--- config.mk ---
export PLATFORM = sky130hd
export DESIGN_NAME = instr_encoder
export DESIGN_NICKNAME = d
export VERILOG_FILES = /design/src/rtl/instr_encoder.sv
export SDC_FILE = /design/constraint.sdc
export NUM_CORES = 1
export LEC_CHECK = 0
export ABC_AREA = 1
export ABC_CLOCK_PERIOD_IN_PS = 7050
export CORE_MARGIN = 8
export CORE_UTILIZATION = 58
export CTS_CLUSTER_DIAMETER = 80
export DETAILED_ROUTE_END_ITERATION = 10
export PLACE_DENSITY = 0.88
export SLEW_MARGIN = 5
export SYNTH_ARGS = -nofsm -noshare
export SYNTH_HDL_FRONTEND = slang
export SYNTH_SLANG_ARGS = --single-unit
--- constraint.sdc ---
create_clock -name clk -period 7.05 [get_ports clk]
set_input_delay 1.7625 -clock clk [delete_from_list [all_inputs] [get_ports clk]]
set_output_delay 1.7625 -clock clk [all_outputs]
set_load 0.01 [all_outputs]
--- src/rtl/instr_encoder.sv ---
// RV32I mnemonic-to-machine-word encoder feeding a small word/address FIFO.
// Define IMM_RANGE_CHECK_EN to drop requests whose immediate does not fit its field.
module instr_encoder #(
  parameter int unsigned DATA_WIDTH = 32,
  parameter int unsigned ADDR_WIDTH = 32,
  parameter int unsigned DEPTH = 4,
  parameter logic [ADDR_WIDTH-1:0] BASE_ADDR = '0
) (
  input  logic                  clk,
  input  logic                  rst_n,
  input  logic                  clear,
  input  logic                  in_valid,
  output logic                  in_ready,
  input  logic [5:0]            op_sel,
  input  logic [4:0]            rd,
  input  logic [4:0]            rs1,
  input  logic [4:0]            rs2,
  input  logic [DATA_WIDTH-1:0] imm,
  output logic                  out_valid,
  input  logic                  out_ready,
  output logic [DATA_WIDTH-1:0] out_instr,
  output logic [ADDR_WIDTH-1:0] out_addr,
  output logic                  err
);

  localparam int unsigned PW = $clog2(DEPTH);

  typedef enum logic [2:0] {
    FMT_R, FMT_I, FMT_SH, FMT_S,
    FMT_B, FMT_J, FMT_U, FMT_SYS
  } fmt_e;

  fmt_e        fmt;
  logic [6:0]  opc;
  logic [6:0]  f7;
  logic [2:0]  f3;
  logic        legal;
  logic        rng_bad;
  logic [31:0] word;

  logic [DATA_WIDTH-1:0] mem_instr_q [DEPTH];
  logic [ADDR_WIDTH-1:0] mem_addr_q  [DEPTH];

  logic [PW-1:0]         wptr_q, wptr_d;
  logic [PW-1:0]         rptr_q, rptr_d;
  logic [PW:0]           cnt_q, cnt_d;
  logic [ADDR_WIDTH-1:0] addr_q, addr_d;
  logic [DATA_WIDTH-1:0] hold_instr_q, hold_instr_d;
  logic [ADDR_WIDTH-1:0] hold_addr_q, hold_addr_d;
  logic                  err_q, err_d;

  logic accept, push, pop;

  always_comb begin
    f3 = 3'd0;
    unique case (op_sel)
      6'd2, 6'd11:                f3 = 3'd7;
      6'd3, 6'd12:                f3 = 3'd6;
      6'd4, 6'd13, 6'd21, 6'd26:  f3 = 3'd4;
      6'd5, 6'd14, 6'd25:         f3 = 3'd1;
      6'd6, 6'd7, 6'd15, 6'd16,
      6'd27:                      f3 = 3'd5;
      6'd8, 6'd17, 6'd20, 6'd23:  f3 = 3'd2;
      6'd9, 6'd18:                f3 = 3'd3;
      6'd28:                      f3 = 3'd6;
      6'd29:                      f3 = 3'd7;
      default:                    f3 = 3'd0;
    endcase
  end

  assign f7 = (op_sel == 6'd1 || op_sel == 6'd7 ||
               op_sel == 6'd16) ? 7'h20 : 7'h00;

  always_comb begin
    fmt   = FMT_R;
    opc   = 7'h00;
    legal = 1'b1;
    unique case (1'b1)
      (op_sel <= 6'd9): begin
        fmt = FMT_R;
        opc = 7'b0110011;
      end
      (op_sel >= 6'd10 && op_sel <= 6'd18): begin
        fmt = (op_sel >= 6'd14 && op_sel <= 6'd16) ? FMT_SH : FMT_I;
        opc = 7'b0010011;
      end
      (op_sel >= 6'd19 && op_sel <= 6'd21): begin
        fmt = FMT_I;
        opc = 7'b0000011;
      end
      (op_sel == 6'd22 || op_sel == 6'd23): begin
        fmt = FMT_S;
        opc = 7'b0100011;
      end
      (op_sel >= 6'd24 && op_sel <= 6'd29): begin
        fmt = FMT_B;
        opc = 7'b1100011;
      end
      (op_sel == 6'd30): begin
        fmt = FMT_J;
        opc = 7'b1101111;
      end
      (op_sel == 6'd31): begin
        fmt = FMT_I;
        opc = 7'b1100111;
      end
      (op_sel == 6'd32): begin
        fmt = FMT_U;
        opc = 7'b0110111;
      end
      (op_sel == 6'd33): begin
        fmt = FMT_U;
        opc = 7'b0010111;
      end
      (op_sel == 6'd34 || op_sel == 6'd35): begin
        fmt = FMT_SYS;
        opc = 7'b1110011;
      end
      default: legal = 1'b0;
    endcase
  end

  always_comb begin
    word = 32'h0;
    unique case (fmt)
      FMT_R:  word = {f7, rs2, rs1, f3, rd, opc};
      FMT_I:  word = {imm[11:0], rs1, f3, rd, opc};
      FMT_SH: word = {f7, imm[4:0], rs1, f3, rd, opc};
      FMT_S:  word = {imm[11:5], rs2, rs1, f3, imm[4:0], opc};
      FMT_B:  word = {imm[12], imm[10:5], rs2, rs1, f3,
                      imm[4:1], imm[11], opc};
      FMT_J:  word = {imm[20], imm[10:1], imm[11],
                      imm[19:12], rd, opc};
      FMT_U:  word = {imm[31:12], rd, opc};
      FMT_SYS: word = (op_sel == 6'd35) ? 32'h00100073
                                        : 32'h00000073;
      default: word = 32'h0;
    endcase
  end

`ifdef IMM_RANGE_CHECK_EN
  logic signed [31:0] simm;
  assign simm = signed'(imm);

  always_comb begin
    rng_bad = 1'b0;
    unique case (fmt)
      FMT_I, FMT_S: rng_bad = (simm < -2048) || (simm > 2047);
      FMT_B:  rng_bad = (simm < -4096) || (simm > 4095) || imm[0];
      FMT_J:  rng_bad = (simm < -1048576) || (simm > 1048575) ||
                        imm[0];
      FMT_SH: rng_bad = |imm[31:5];
      FMT_U:  rng_bad = |imm[11:0];
      default: rng_bad = 1'b0;
    endcase
    if (!legal) rng_bad = 1'b0;
  end
`else
  assign rng_bad = 1'b0;
`endif

  assign in_ready  = rst_n && !clear && (cnt_q != (PW+1)'(DEPTH));
  assign out_valid = (cnt_q != '0);
  assign accept    = in_valid && in_ready;
  assign push      = accept && legal && !rng_bad;
  assign pop       = out_valid && out_ready && !clear;

  assign out_instr = out_valid ? mem_instr_q[rptr_q] : hold_instr_q;
  assign out_addr  = out_valid ? mem_addr_q[rptr_q]  : hold_addr_q;
  assign err       = err_q;

  always_comb begin
    wptr_d       = wptr_q;
    rptr_d       = rptr_q;
    cnt_d        = cnt_q;
    addr_d       = addr_q;
    hold_instr_d = hold_instr_q;
    hold_addr_d  = hold_addr_q;
    err_d        = err_q || (accept && (!legal || rng_bad));
    if (clear) begin
      wptr_d = '0;
      rptr_d = '0;
      cnt_d  = '0;
      addr_d = BASE_ADDR;
    end else begin
      if (push) begin
        wptr_d = wptr_q + 1'b1;
        addr_d = addr_q + ADDR_WIDTH'(4);
      end
      if (pop) begin
        rptr_d       = rptr_q + 1'b1;
        hold_instr_d = mem_instr_q[rptr_q];
        hold_addr_d  = mem_addr_q[rptr_q];
      end
      if (push && !pop) cnt_d = cnt_q + 1'b1;
      if (pop && !push) cnt_d = cnt_q - 1'b1;
    end
  end

  always_ff @(posedge clk) begin
    if (!rst_n) begin
      wptr_q       <= '0;
      rptr_q       <= '0;
      cnt_q        <= '0;
      addr_q       <= BASE_ADDR;
      hold_instr_q <= '0;
      hold_addr_q  <= BASE_ADDR;
      err_q        <= 1'b0;
    end else begin
      wptr_q       <= wptr_d;
      rptr_q       <= rptr_d;
      cnt_q        <= cnt_d;
      addr_q       <= addr_d;
      hold_instr_q <= hold_instr_d;
      hold_addr_q  <= hold_addr_d;
      err_q        <= err_d;
    end
  end

  // Storage needs no reset: entries are only read while counted valid.
  always_ff @(posedge clk) begin
    if (push) begin
      mem_instr_q[wptr_q] <= word;
      mem_addr_q[wptr_q]  <= addr_q;
    end
  end

endmodule
* Yosys cells after proc, flatten, opt, wreduce, memory -nomap -nowiden *
Memory sizes are Yosys's and may differ from the RTL's. A register that Yosys moved wholly into a read port is not among the register bits.
Cells that the tools add are included.

word-level totals
  ROM bits = 96
  bits in registers = 104
  memories kept = 3
  word-level logic and storage cells = 93
  input bits = 58
  RAM bits = 256

operators by class
  mux-type cells = 18
  magnitude comparators = 9
  equality and inequality tests = 19
  reductions and logical operators = 30
  bitwise gates (word level) = 2
  add/sub/neg operators = 5

memories
  name              depth  width  read ports  clocked after Yosys merged registers in  write ports  RTL line  text
  mem_addr_q        4      32     1           1                                        1            42        logic [ADDR_WIDTH-1:0] mem_addr_q [DEPTH];
  mem_instr_q       4      32     1           1                                        1            41        logic [DATA_WIDTH-1:0] mem_instr_q [DEPTH];
  (name not given)  32     3      1           0                                        0            56        unique case (op_sel)

operators by type and width
  operator                                             number
  case mux 32 bit (8 select lines)                     1
  case mux 7 bit (10 select lines)                     1
  two-way mux 32 bit                                   2
  adder 32 x 3 -> 32 bit, second input constant        1
  == test 6 x 5 -> 1 bit, second input constant        5
  == test 6 bit, second input constant                 4
  <= comparator 6 x 5 -> 1 bit, second input constant  4
  two-way mux 21 bit                                   1
  case mux 3 bit (7 select lines)                      1
  logical AND 1 bit                                    13
  == test 3 bit, second input constant                 4
  >= comparator 6 x 4 -> 1 bit, second input constant  2
  >= comparator 6 x 5 -> 1 bit, second input constant  2
  two-way mux 2 bit                                    5
  OR reduction 10 bit                                  1
  two-way mux 3 bit                                    3
  == test 3 x 2 -> 1 bit, second input constant        2
  == test 6 x 1 -> 1 bit, second input constant        1
  == test 6 x 3 -> 1 bit, second input constant        1
  <= comparator 6 x 4 -> 1 bit, second input constant  1
  two-way mux 6 bit                                    1
  OR reduction 2 bit                                   3
  logical OR 1 bit                                     5
  adder 2 x 1 -> 2 bit, second input constant          2
  other kinds (11)                                     17

* Logic depth before layout (Yosys ltp) *
Gate-level depths: netlist of run 1.

  word-level depth = 8
  gate-level depth with buffers = 19
  depth with buffers taken out = 18

* Least setup slack after synthesis of run 1 *
No wires, ideal clock.

  path type = input-to-reg
  start point = in op_sel[2]
  end point = mem mem_addr_q[0][10] (enable)
  arrival time = 5476 ps
  buffers on the path = 2
  setup slack = 1094 ps
  setup time = 480 ps
  stages on the path = 12
  cells stage by stage = buf_2 inv_1 ha_1 nand3_1 nand3_1 nand2_2 nand2_1 nor2_2 nand2_2 nand2_2 buf_2 nor2_1

on the way
  longest elaborated chain between the ends = 7
  elaborated cells between the ends (all ways) = 25
  those cells by class = order compare (7); eq/ne (8); mux (3); reduce/logical (7)

RTL lines
  item                                                  RTL line  text
  from (decl)                                           14        input logic [5:0] op_sel,
  >= comparator 6 x 4 -> 1 bit (tied with other cells)  83        (op_sel >= 6'd10 && op_sel <= 6'd18): begin
  logical AND 1 bit (tied with other cells)             83
  OR reduction 10 bit (no source line) *                -
  two-way mux 1 bit *                                   78        unique case (1'b1)
  logical AND 1 bit *                                   165       assign push = accept && legal && !rng_bad;
  two-way mux 1 bit *                                   222       if (push) begin
  two-way mux 1 bit (implied by the code) *             224       mem_addr_q[wptr_q] <= addr_q;
  to (decl)                                             42

Mark *: on every way between the ends. The rest lies on a longest branch, timed or not.

* Worst setup path after layout of run 1 *
  start point = in op_sel[1]
  end point = reg cnt_q[2]

on the way
  longest elaborated chain between the ends = 8
  elaborated cells between the ends (all ways) = 28
  those cells by class = order compare (7); eq/ne (8); mux (2); reduce/logical (11)

RTL lines
  item                                                            RTL line  text
  >= comparator 6 x 4 -> 1 bit (tied with other cells)            83
  logical AND 1 bit (tied with other cells)                       83
  OR reduction 10 bit (no source line) *                          -
  two-way mux 1 bit *                                             78
  logical AND 1 bit *                                             165
  zero test 1 bit                                                 196       if (pop && !push) cnt_d = cnt_q - 1'b1;
  logical AND 1 bit                                               196
  two-way mux 3 bit / nonzero test 2 bit (equally long branches)  -
  to (signal assigned)                                            212       cnt_q <= cnt_d;
  to (decl)                                                       46        logic [PW:0] cnt_q, cnt_d;

Marked as above.
A chain may end at the register's enable or synchronous reset.

==> impl_metrics.csv, run 1 <==
group,metric,value,unit
clock_tree,cts_setup_buffers,0,
clock_tree,h_tree_level_count,2,
sta,setup-tns-final,0,ns
clock_tree,cts_resized,0,
floorplan,chipHeight,178,um
setup_path,reg2reg_from,"cnt_q[1]$_SDFFE_PP0P_",
sta,fmax,0.172,GHz
logic_synthesis,synth_warnings,0,
run_status,status,"finished, final reports clean",
logic_synthesis,postSynthCellCount,1582,
drt,postRouteWirelength,38100,um
sta,worst_pin_slew,1.25,ns
logic_synthesis,post-synth-top-count-cell,"nor2_1",
place,hpwl,22800,um
sta,maxSlewViolCount,0,
setup_path,setup.worst_path.class,"primary input to flop",
setup_path,worstSetupEndpointType,"flop",
global_routing,globalRoute.totalOverflow,0,
global_routing,grt_usage,23.8,%
sta,final.min_clock_period,5.82,ns
clock_tree,cts-root-buf,"clkbuf_16",
drt,antenna_left,0,
setup_path,worst_path_max_fanout,33,
setup_path,critPathLaunchType,"primary input",
final_layout,nets,1742,
floorplan,coreArea,25900,um2
setup_path,depth_of_the_most_critical_reg_to_reg_path,9,
power_and_ir_drop,leakage,6.42,nW
logic_synthesis,synth.area.top_cells,"edfxtp_1 48%, dfxtp_1 13%, o21ai_0 6.6%",
place,port_buffers,122,
clock_tree,cts-buffers-inserted,35,
clock_tree,cts_hold_buffers,0,
logic_synthesis,synth.avg_cell_area,9.61,um2
setup_path,rr_endpoint,"rptr_q[1]$_SDFFE_PP0P_",
logic_synthesis,yosys.area.top_type_share,48.2,%
logic_synthesis,synth_top_cells_by_count,"248 x nor2_1, 244 x edfxtp_1, 200 x o21ai_0",
sta,hold_viol,0,
clock_tree,clockBufferDepth,3,
logic_synthesis,netlist-cell-type-count,40,
sta,timing.final.crit_share,82.5,%
floorplan,die_width,178,um
final_layout,layout-drive-gt1-share,6.02,%
floorplan,initial_core_util,58.7,%
logic_synthesis,synthArstFlopShare,0,%
hold_path,min_path_type,"flop to flop",
job,timing.max_cap.violations,0,
power_and_ir_drop,fin_total_pwr,4.40,mW
hold_path,worstHoldPathCells,2,
final_layout,antenna_cells_inserted,0,
logic_synthesis,dominantRegCellSynth,"edfxtp_1",
global_routing,grt_pass1_wl,59900,um
floorplan,rows,59,
clock_tree,cts_tree,"done",
clock_tree,cts.sinks,345,
setup_path,cp_data_arrival_time,6.21,ns
logic_synthesis,ys_seq_elements,345,
clock_tree,cts.clk_slew.worst_paths,0.06,ns
drt,routed-via-count,12000,
global_routing,grt_pass1_vias,11700,
power_and_ir_drop,power_density,247,nW/um2
setup_path,worst-r2r-setup-slack,3.45,ns
drt,first_iter_violations,1237,
logic_synthesis,yosys.area.top_type,"edfxtp_1",
logic_synthesis,syn_area,15200,um2
sta,setup_skew_after_layout,0.0277,ns
logic_synthesis,synth-seq-area-share,61.5,%
sta,grt_setup_unrepaired,"false",
drt,routed_wire_length_per_instance,18.8,um
power_and_ir_drop,peakVddDrop,0.193,mV
drt,drtPass1Iterations,8,
drt,viasPerCell,5.92,
final_layout,layout_area_growth_over_synthesis,17.1,%
floorplan,top_level_ports,125,
place,place_congestion,0.947,
setup_path,crit_required,7.45,ns
clock_tree,clkLatencyLatePin,0.53,ns
logic_synthesis,synth_enable_flop_cells,244,
hold_path,hold_start,"rptr_q[0]$_SDFFE_PP0P_",
global_routing,pin_count_of_the_biggest_net_entering_global_routing,125,
sta,timing.slew.headroom,16.9,%
floorplan,floorplan.die_area,31700,um2
global_routing,grt_antenna_before_repair,0,
drt,route.detailed.drc,0,
sta,setup_viol_count_final,0,
==> layer usage <==
metal	track usage [%]	vias to the layer above	wire length, um
li1	-	5624	-
met1	29.6	5675	15000
met2	40.5	623	18700
met3	3.77	94	3220
met4	10.2	0	1200
met5	0	-	0
==> placed cells by master (no fill, tap or decap), types with 5 or more instances in the layout <==
cell type	n
nor2_1	244
edfxtp_1	244
o21ai_0	200
nand2_1	171
a21oi_1	165
clkdlybuf4s50_1	121
inv_1	119
dfxtp_1	100
nand3_1	71
o22ai_1	62
clkbuf_16	36
xor2_1	18
ha_1	16
nor3_1	15
buf_4	12
nand4_1	10
inv_2	8
xnor2_1	8
clkinv_2	7
nand2_2	6
nor2_4	6
nor2_2	6
clkbuf_1	6
bufinv_16	5
==> cell type report <==
class / instances / area [um2]
clock buffers: 44 / 951
inverters: 129 / 485
fillers: 1781 / 8110
clock inverters: 20 / 249
multi-input cells: 1021 / 5020
repair buffers: 135 / 1330
well taps: 335 / 419
flip-flops and latches: 345 / 9350
==> how the worst max path moves through the flow <==
stage | from | endpoint | slack [ns]
3_5_place_dp | op_sel[1] | cnt_q[2]$_SDFFE_PP0P_ | 1.01
5_1_grt | op_sel[1] | cnt_q[2]$_SDFFE_PP0P_ | 0.88
3_3_place_gp | op_sel[1] | cnt_q[2]$_SDFFE_PP0P_ | 1.09
2_1_floorplan | op_sel[2] | mem_addr_q[0][10]$_DFFE_PP_ | 1.09
6_report | op_sel[1] | cnt_q[2]$_SDFFE_PP0P_ | 1.23
4_1_cts | op_sel[1] | cnt_q[2]$_SDFFE_PP0P_ | 1.30
==> critical path, cell delays in order <==
cell and delay, ns:
clkdlybuf4s50_1 0.70, inv_1 0.24, ha_1 0.29, nor2_1 0.17
inv_1 0.09, o21ai_2 0.21, nand3_1 0.11, nor2b_2 0.19
nand2_2 0.39, nand2_2 0.63, ha_1 0.24, inv_1 0.08
fa_1 0.43, a21oi_1 0.24, o21ai_0 0.17, o21ai_0 0.18
a21oi_1 0.06
==> registers in the layout, indices dropped and copies added (netlist names), named ones only <==
register	flops
hold_addr_q	30
mem_instr_q	124
wptr_q	2
addr_q	30
rptr_q	2
hold_instr_q	31
mem_addr_q	120
cnt_q	3
err	1
==> through the flow <==
step / setup slack [ns] / std cells / util [%] / hold slack, ns / instance area (um2)
3_5_place_dp: 1.01 / 1965 / 64.1 / 0.463 / 16600
3_3_place_gp: 1.09 / 1965 / 64.1 / 0.449 / 16600
2_1_floorplan: 1.09 / 1583 / - / 0.436 / 15200
5_1_grt: 0.880 / 2029 / 68.7 / 0.530 / 17800
6_report: 1.23 / 2029 / 68.7 / 0.498 / 17800
4_1_cts: 1.30 / 2029 / 68.7 / 0.493 / 17800
==> logic make-up after synthesis <==
| logic type | after synthesis | share of synthesized area, % |
|---|---|---|
| AO/OA/AOI/OAI | 437 | 15.1 |
| XOR/XNOR | 26 | 1.50 |
| adder cells (fa/ha/maj) | 17 | 1.45 |
| buffers and inverters | 217 | 5.77 |
| flip-flops | 345 | 61.5 |
| other | 1 | 0.0247 |
| AND/OR/NAND/NOR | 539 | 14.7 |
==> power breakdown <==
group	switching [mW]	internal, mW	leakage [nW]
registers	0.00764	2.19	2.81
logic	0.173	0.0950	3.03
clock network	0.777	1.15	0.584
Note: power is estimated with default switching activity, not from simulation.
==> run 2: changes to the inputs <==
Settings changed: ABC_CLOCK_PERIOD_IN_PS 7050 to 5200, CORE_UTILIZATION 58 to 53, PLACE_DENSITY 0.88 to 0.85.
Clock period 7.05 ns to 5.2 ns, I/O delays scaled along.
==> run 2 against run 1 <==
Sequential share of layout area fell by 0.53 points. Power rose by 35%. First-iteration DRC count rose by 3.2%. Non-clock buffer count rose by 4. Worst hold slack got worse by 0.036 ns. Critical path depth fell by 11. Setup slack got worse by 0.54 ns. Critical path type is now flop to output pin.
==> impl_metrics.csv, run 2 (synthesis gave the netlist of run 1 again) <==
group,metric,value,unit
clock_tree,cts-buffers-inserted,36,
sta,hold-worst-slack,0.461,ns
setup_path,reg2reg_from,"cnt_q[1]$_SDFFE_PP0P_",
drt,antenna_left,0,
final_layout,finish.utilization,63.2,%
sta,timing.slew.headroom,31.3,%
clock_tree,cts.clk_slew.worst_paths,0.06,ns
floorplan,floorplan.die_area,34400,um2
place,port_buffers,122,
floorplan,initial_core_util,53.4,%
floorplan,coreArea,28500,um2
drt,routed_wire_length_per_instance,18.1,um
clock_tree,cts.sinks,345,
clock_tree,h_tree_level_count,2,
drt,viasPerCell,5.69,
place,hpwl,24300,um
sta,final.min_clock_period,4.50,ns
final_layout,largest_reg_flops,124,
drt,first_iter_violations,1276,
power_and_ir_drop,combPwrFrac,6.2,%
place,place_congestion,0.891,
hold_path,worstHoldPathCells,2,
clock_tree,cts_hold_buffers,0,
global_routing,globalRoute.totalOverflow,0,
floorplan,die_width,185,um
final_layout,final_non_filler_cell_area,18000,um2
global_routing,grt_pass1_wl,59900,um
hold_path,hold_path_end,"rptr_q[1]$_SDFFE_PP0P_",
setup_path,critPathLaunchType,"flop",
setup_path,worst-r2r-setup-slack,2.00,ns
setup_path,worst_path_max_fanout,86,
power_and_ir_drop,internal-power,4.68,mW
setup_path,worstSetupEndpointType,"output pin",
drt,routed-via-count,11900,
sta,setup_skew_after_layout,0.0198,ns
final_layout,final_cell_mix,"244 x nor2_1, 244 x edfxtp_1, 200 x o21ai_0",
global_routing,grt_antenna_before_repair,0,
setup_path,depth_of_the_most_critical_reg_to_reg_path,10,
final_layout,layout_area_growth_over_synthesis,18.3,%
sta,fmax,0.222,GHz
place,postPlaceCellArea,16800,um2
power_and_ir_drop,leakage,6.46,nW
floorplan,rows,62,
final_layout,largest_registers,"mem_instr_q (124), mem_addr_q (120), hold_instr_q (31)",
power_and_ir_drop,power_switching_share,21.4,%
power_and_ir_drop,fin_total_pwr,5.95,mW
sta,setup_viol_count_final,0,
global_routing,pin_count_of_the_biggest_net_entering_global_routing,123,
final_layout,antenna_cells_inserted,0,
job,timing.max_cap.violations,0,
drt,route.detailed.drc,0,
setup_path,rr_endpoint,"cnt_q[1]$_SDFFE_PP0P_",
power_and_ir_drop,register_share_of_total_power,50.1,%
final_layout,top_register,"mem_instr_q",
sta,worst_pin_slew,1.03,ns
floorplan,top_level_ports,125,
hold_path,hold_start,"rptr_q[1]$_SDFFE_PP0P_",
power_and_ir_drop,peakVddDrop,0.275,mV
floorplan,chipHeight,185,um
global_routing,grt_pass1_vias,11600,
power_and_ir_drop,clock_power_share,43.7,%
power_and_ir_drop,switching_power,1.27,mW
sta,hold_viol,0,
final_layout,nets,1747,
run_status,status,"finished, final reports clean",
sta,timing.final.crit_share,86.6,%
setup_path,setup.worst_path.class,"flop to output pin",
clock_tree,clkLatencyLatePin,0.52,ns
clock_tree,cts_tree,"done",
drt,drtPass1Iterations,8,
drt,postRouteWirelength,37800,um
global_routing,grt_usage,21.8,%
hold_path,min_path_type,"flop to flop",
clock_tree,cts_setup_buffers,0,
final_layout,layout-drive-gt1-share,6.06,%
clock_tree,clockBufferDepth,3,
power_and_ir_drop,power_density,331,nW/um2
clock_tree,cts-root-buf,"clkbuf_16",
setup_path,cp_data_arrival_time,3.20,ns
sta,grt_setup_unrepaired,"false",
clock_tree,cts_resized,0,
sta,maxSlewViolCount,0,
setup_path,crit_required,3.90,ns
==> run 2: changes by cell type in the layout (fill, tap and decap cells not counted), sizes merged <==
cell | previous run | this run
buf | 14 | 18
bufinv | 5 | 4
clkbuf | 44 | 49
clkinv | 13 | 10
clkinvlp | 2 | 3
inv | 129 | 128
==> run 2: power groups by stage <==
| stage | combinational, mW | clock, mW | sequential [mW] |
|---|---|---|---|
| finish | 0.367 | 2.60 | 2.98 |
| global placement | 0.353 | 0 | 3.04 |
| floorplan | 0.204 | 0 | 3.04 |
| global route | 0.402 | 2.73 | 2.98 |
| detailed placement | 0.361 | 0 | 3.04 |
| CTS | 0.365 | 2.62 | 2.98 |
==> run 2: layer usage <==
metal,global-route usage [%],wire length [um]
met5,0,0
met2,37.8,18700
met3,3.12,2880
met1,27.4,15100
met4,7.62,1110
==> run 2: cell type report <==
| class | instances | area [um2] |
|---|---|---|
| clock inverters | 16 | 201 |
| multi-input cells | 1021 | 5020 |
| repair buffers | 139 | 1430 |
| inverters | 129 | 485 |
| fillers | 2151 | 10500 |
| flip-flops and latches | 345 | 9350 |
| clock buffers | 49 | 1010 |
| well taps | 384 | 480 |
==> run 2: worst max-delay path, stage by stage (launching register included) <==
cell	delay [ns]
dfxtp_4	0.90
buf_4	0.48
o21ai_0	0.15
o22ai_1	0.29
inv_1	0.11
a21oi_1	0.14
clkdlybuf4s50_1	0.57
==> run 2: through the flow <==
| step | setup TNS, ns | instances | setup slack [ns] |
|---|---|---|---|
| 2_1_floorplan | -71.73 | 1583 | -0.294 |
| 3_3_place_gp | 0 | 2018 | 0.371 |
| 3_5_place_dp | 0 | 2018 | 0.344 |
| 4_1_cts | 0 | 2083 | 0.731 |
| 5_1_grt | 0 | 2083 | 0.474 |
| 6_report | 0 | 2083 | 0.697 |
==> run 2: how the worst max path moves through the flow <==
stage                                       end
floorplan           mem_addr_q[0][10]$_DFFE_PP_
global placement          cnt_q[2]$_SDFFE_PP0P_
detailed placement        cnt_q[2]$_SDFFE_PP0P_
CTS                                 out_addr[4]
global route                        out_addr[3]
finish                              out_addr[4]
==> run 3: changes to the inputs <==
Settings changed: CORE_MARGIN 8 to 4.
==> run 3 against run 2 <==
Fmax grew 3.0%. First-iteration DRC count up 2.1%. Sequential share of layout area increased by 0.10 points. Combinational power hardly changed. Largest cell class unchanged.
==> impl_metrics.csv, run 3 (synthesis gave the netlist of run 1 again) <==
group,metric,value,unit
setup_path,number_of_buffers_and_inverters_on_the_critical_path,2,
sta,timing.final.crit_share,84.1,%
global_routing,grtUsageMet3,3.39,%
clock_tree,cts_hold_buffers,0,
final_layout,fillerInstances,2105,
clock_tree,cts-buffers-inserted,35,
place,port_buffers,122,
floorplan,initial_core_util,54.3,%
place,hpwl,23600,um
clock_tree,h_tree_level_count,2,
global_routing,grt_antenna_before_repair,0,
drt,route.detailed.drc,0,
sta,setup_viol_count_final,0,
hold_path,worstHoldPathCells,2,
clock_tree,cts-root-buf,"clkbuf_16",
final_layout,layout-drive-gt1-share,6.35,%
global_routing,grt_pass1_vias,11800,
global_routing,groute.layer.met1.usage,31.3,%
sta,timing.slew.headroom,30.7,%
sta,worst_pin_slew,1.04,ns
setup_path,max_stage_delay,0.75,ns
setup_path,slowest_stage,"nand2_4",
clock_tree,cts_resized,0,
sta,fmax,0.229,GHz
drt,routed-via-count,12000,
setup_path,crit_required,3.90,ns
setup_path,cp_data_arrival_time,3.07,ns
final_layout,final_cell_mix,"244 x nor2_1, 244 x edfxtp_1, 200 x o21ai_0",
global_routing,pin_count_of_the_biggest_net_entering_global_routing,123,
final_layout,finish.utilization,64.1,%
hold_path,hold_start,"err$_SDFF_PN0_",
floorplan,rows,61,
setup_path,path_delay_family,"buffers and inverters",
global_routing,gr-usage-met2,40.8,%
place,place_congestion,0.948,
final_layout,top_register,"mem_instr_q",
setup_path,cp.depth,6,
floorplan,top_level_ports,125,
setup_path,depth_of_the_most_critical_reg_to_reg_path,8,
final_layout,layout_area_growth_over_synthesis,18.0,%
final_layout,largest_registers,"mem_instr_q (124), mem_addr_q (120), hold_instr_q (31)",
global_routing,busiest_layer_in_global_routing,"met2",
clock_tree,cts_setup_buffers,0,
setup_path,worstSetupEndpointType,"output pin",
sta,setup_skew_after_layout,0.0219,ns
sta,final.min_clock_period,4.37,ns
place,dp.cells,2015,
floorplan,die_width,177,um
setup_path,worstSetupStartpoint,"cnt_q[1]$_SDFFE_PP0P_",
clock_tree,clkLatencyLatePin,0.52,ns
drt,first_iter_violations,1303,
drt,viasPerCell,5.75,
sta,grt_setup_unrepaired,"false",
sta,maxSlewViolCount,0,
drt,routed_wire_length_per_instance,18.2,um
setup_path,worst_path_max_fanout,97,
floorplan,floorplan.die_area,31500,um2
floorplan,chipHeight,177,um
setup_path,setup.worst_path.class,"flop to output pin",
power_and_ir_drop,leakage,6.46,nW
global_routing,grt_pass1_wl,60100,um
floorplan,coreArea,28000,um2
clock_tree,cts.clk_slew.worst_paths,0.06,ns
sta,setup-tns-final,0,ns
clock_tree,clockBufferDepth,3,
drt,postRouteWirelength,37800,um
final_layout,nets,1749,
final_layout,finalNonFillerCells,2079,
setup_path,reg2reg_from,"cnt_q[1]$_SDFFE_PP0P_",
global_routing,globalRoute.totalOverflow,0,
global_routing,grt_usage,23.8,%
power_and_ir_drop,power_density,334,nW/um2
drt,antenna_left,0,
setup_path,cp_cell_sequence,"nor2_1 -> nand2_4 -> buf_4 -> nor2_1 -> a21oi_1 -> clkdlybuf4s50_1",
hold_path,min_path_type,"flop to flop",
setup_path,cell_seen_most_often_among_critical_path_stages,"nor2_1",
sta,hold_viol,0,
final_layout,largest_reg_flops,124,
final_layout,antenna_cells_inserted,0,
setup_path,critPathLaunchType,"flop",
clock_tree,cts.sinks,345,
clock_tree,cts_tree,"done",
job,timing.max_cap.violations,0,
drt,drtPass1Iterations,5,
power_and_ir_drop,peakVddDrop,0.231,mV
run_status,status,"finished, final reports clean",
-- run 3: cell types whose count changed in the layout (fill, tap and decap cells not counted), sizes merged --
| cell | change |
|---|---|
| inv | +2 |
| buf | +3 |
| clkbuf | +1 |
| clkinv | -4 |
-- run 3: worst paths after layout --
kind / slack, ns / end
max reg2reg: 2.06 / hold_instr_q[20]$_SDFFE_PN0P_
min: 0.47 / err$_SDFF_PN0_
max: 0.83 / out_instr[24]
min reg2reg: 0.47 / err$_SDFF_PN0_
-- run 3: final cells by class --
type	count	area, um2	area share, %
sequential	345	9350	52.1
clock buffer	50	1030	5.77
multi-input combinational	1021	5020	28.0
clock inverter	14	193	1.07
inverter	129	484	2.70
tap	378	473	2.64
timing repair buffer	142	1390	7.75
-- run 3: through the flow --
stage	power [mW]	hold slack, ns	worst slack (ns)	instance area, um2
floorplan	3.24	0.436	-0.294	15200
global placement	3.39	0.452	0.499	16700
detailed placement	3.40	0.455	0.455	16700
CTS	6.01	0.468	0.816	17900
global route	6.17	0.481	0.626	17900
finish	5.99	0.469	0.828	17900
-- run 3: routing by layer --
layer | vias up | part of all wire (%)
met5 | - | 0
met4 | 0 | 3.0
met3 | 86 | 6.9
met2 | 508 | 49
met1 | 5714 | 41
li1 | 5649 | -
-- run 3: power by group --
group          switching [mW]  internal [mW]
logic                   0.235          0.132
clock network            1.05           1.60
registers             0.00907           2.97
-- run 3: worst reg2reg max path, delay by kind of cell, from the launching register on --
kind                   cells  cell delay [ns]
flip-flops                 1             0.36
AND/OR/NAND/NOR            3             1.13
AO/OA/AOI/OAI              2             0.37
buffers and inverters      3             1.23
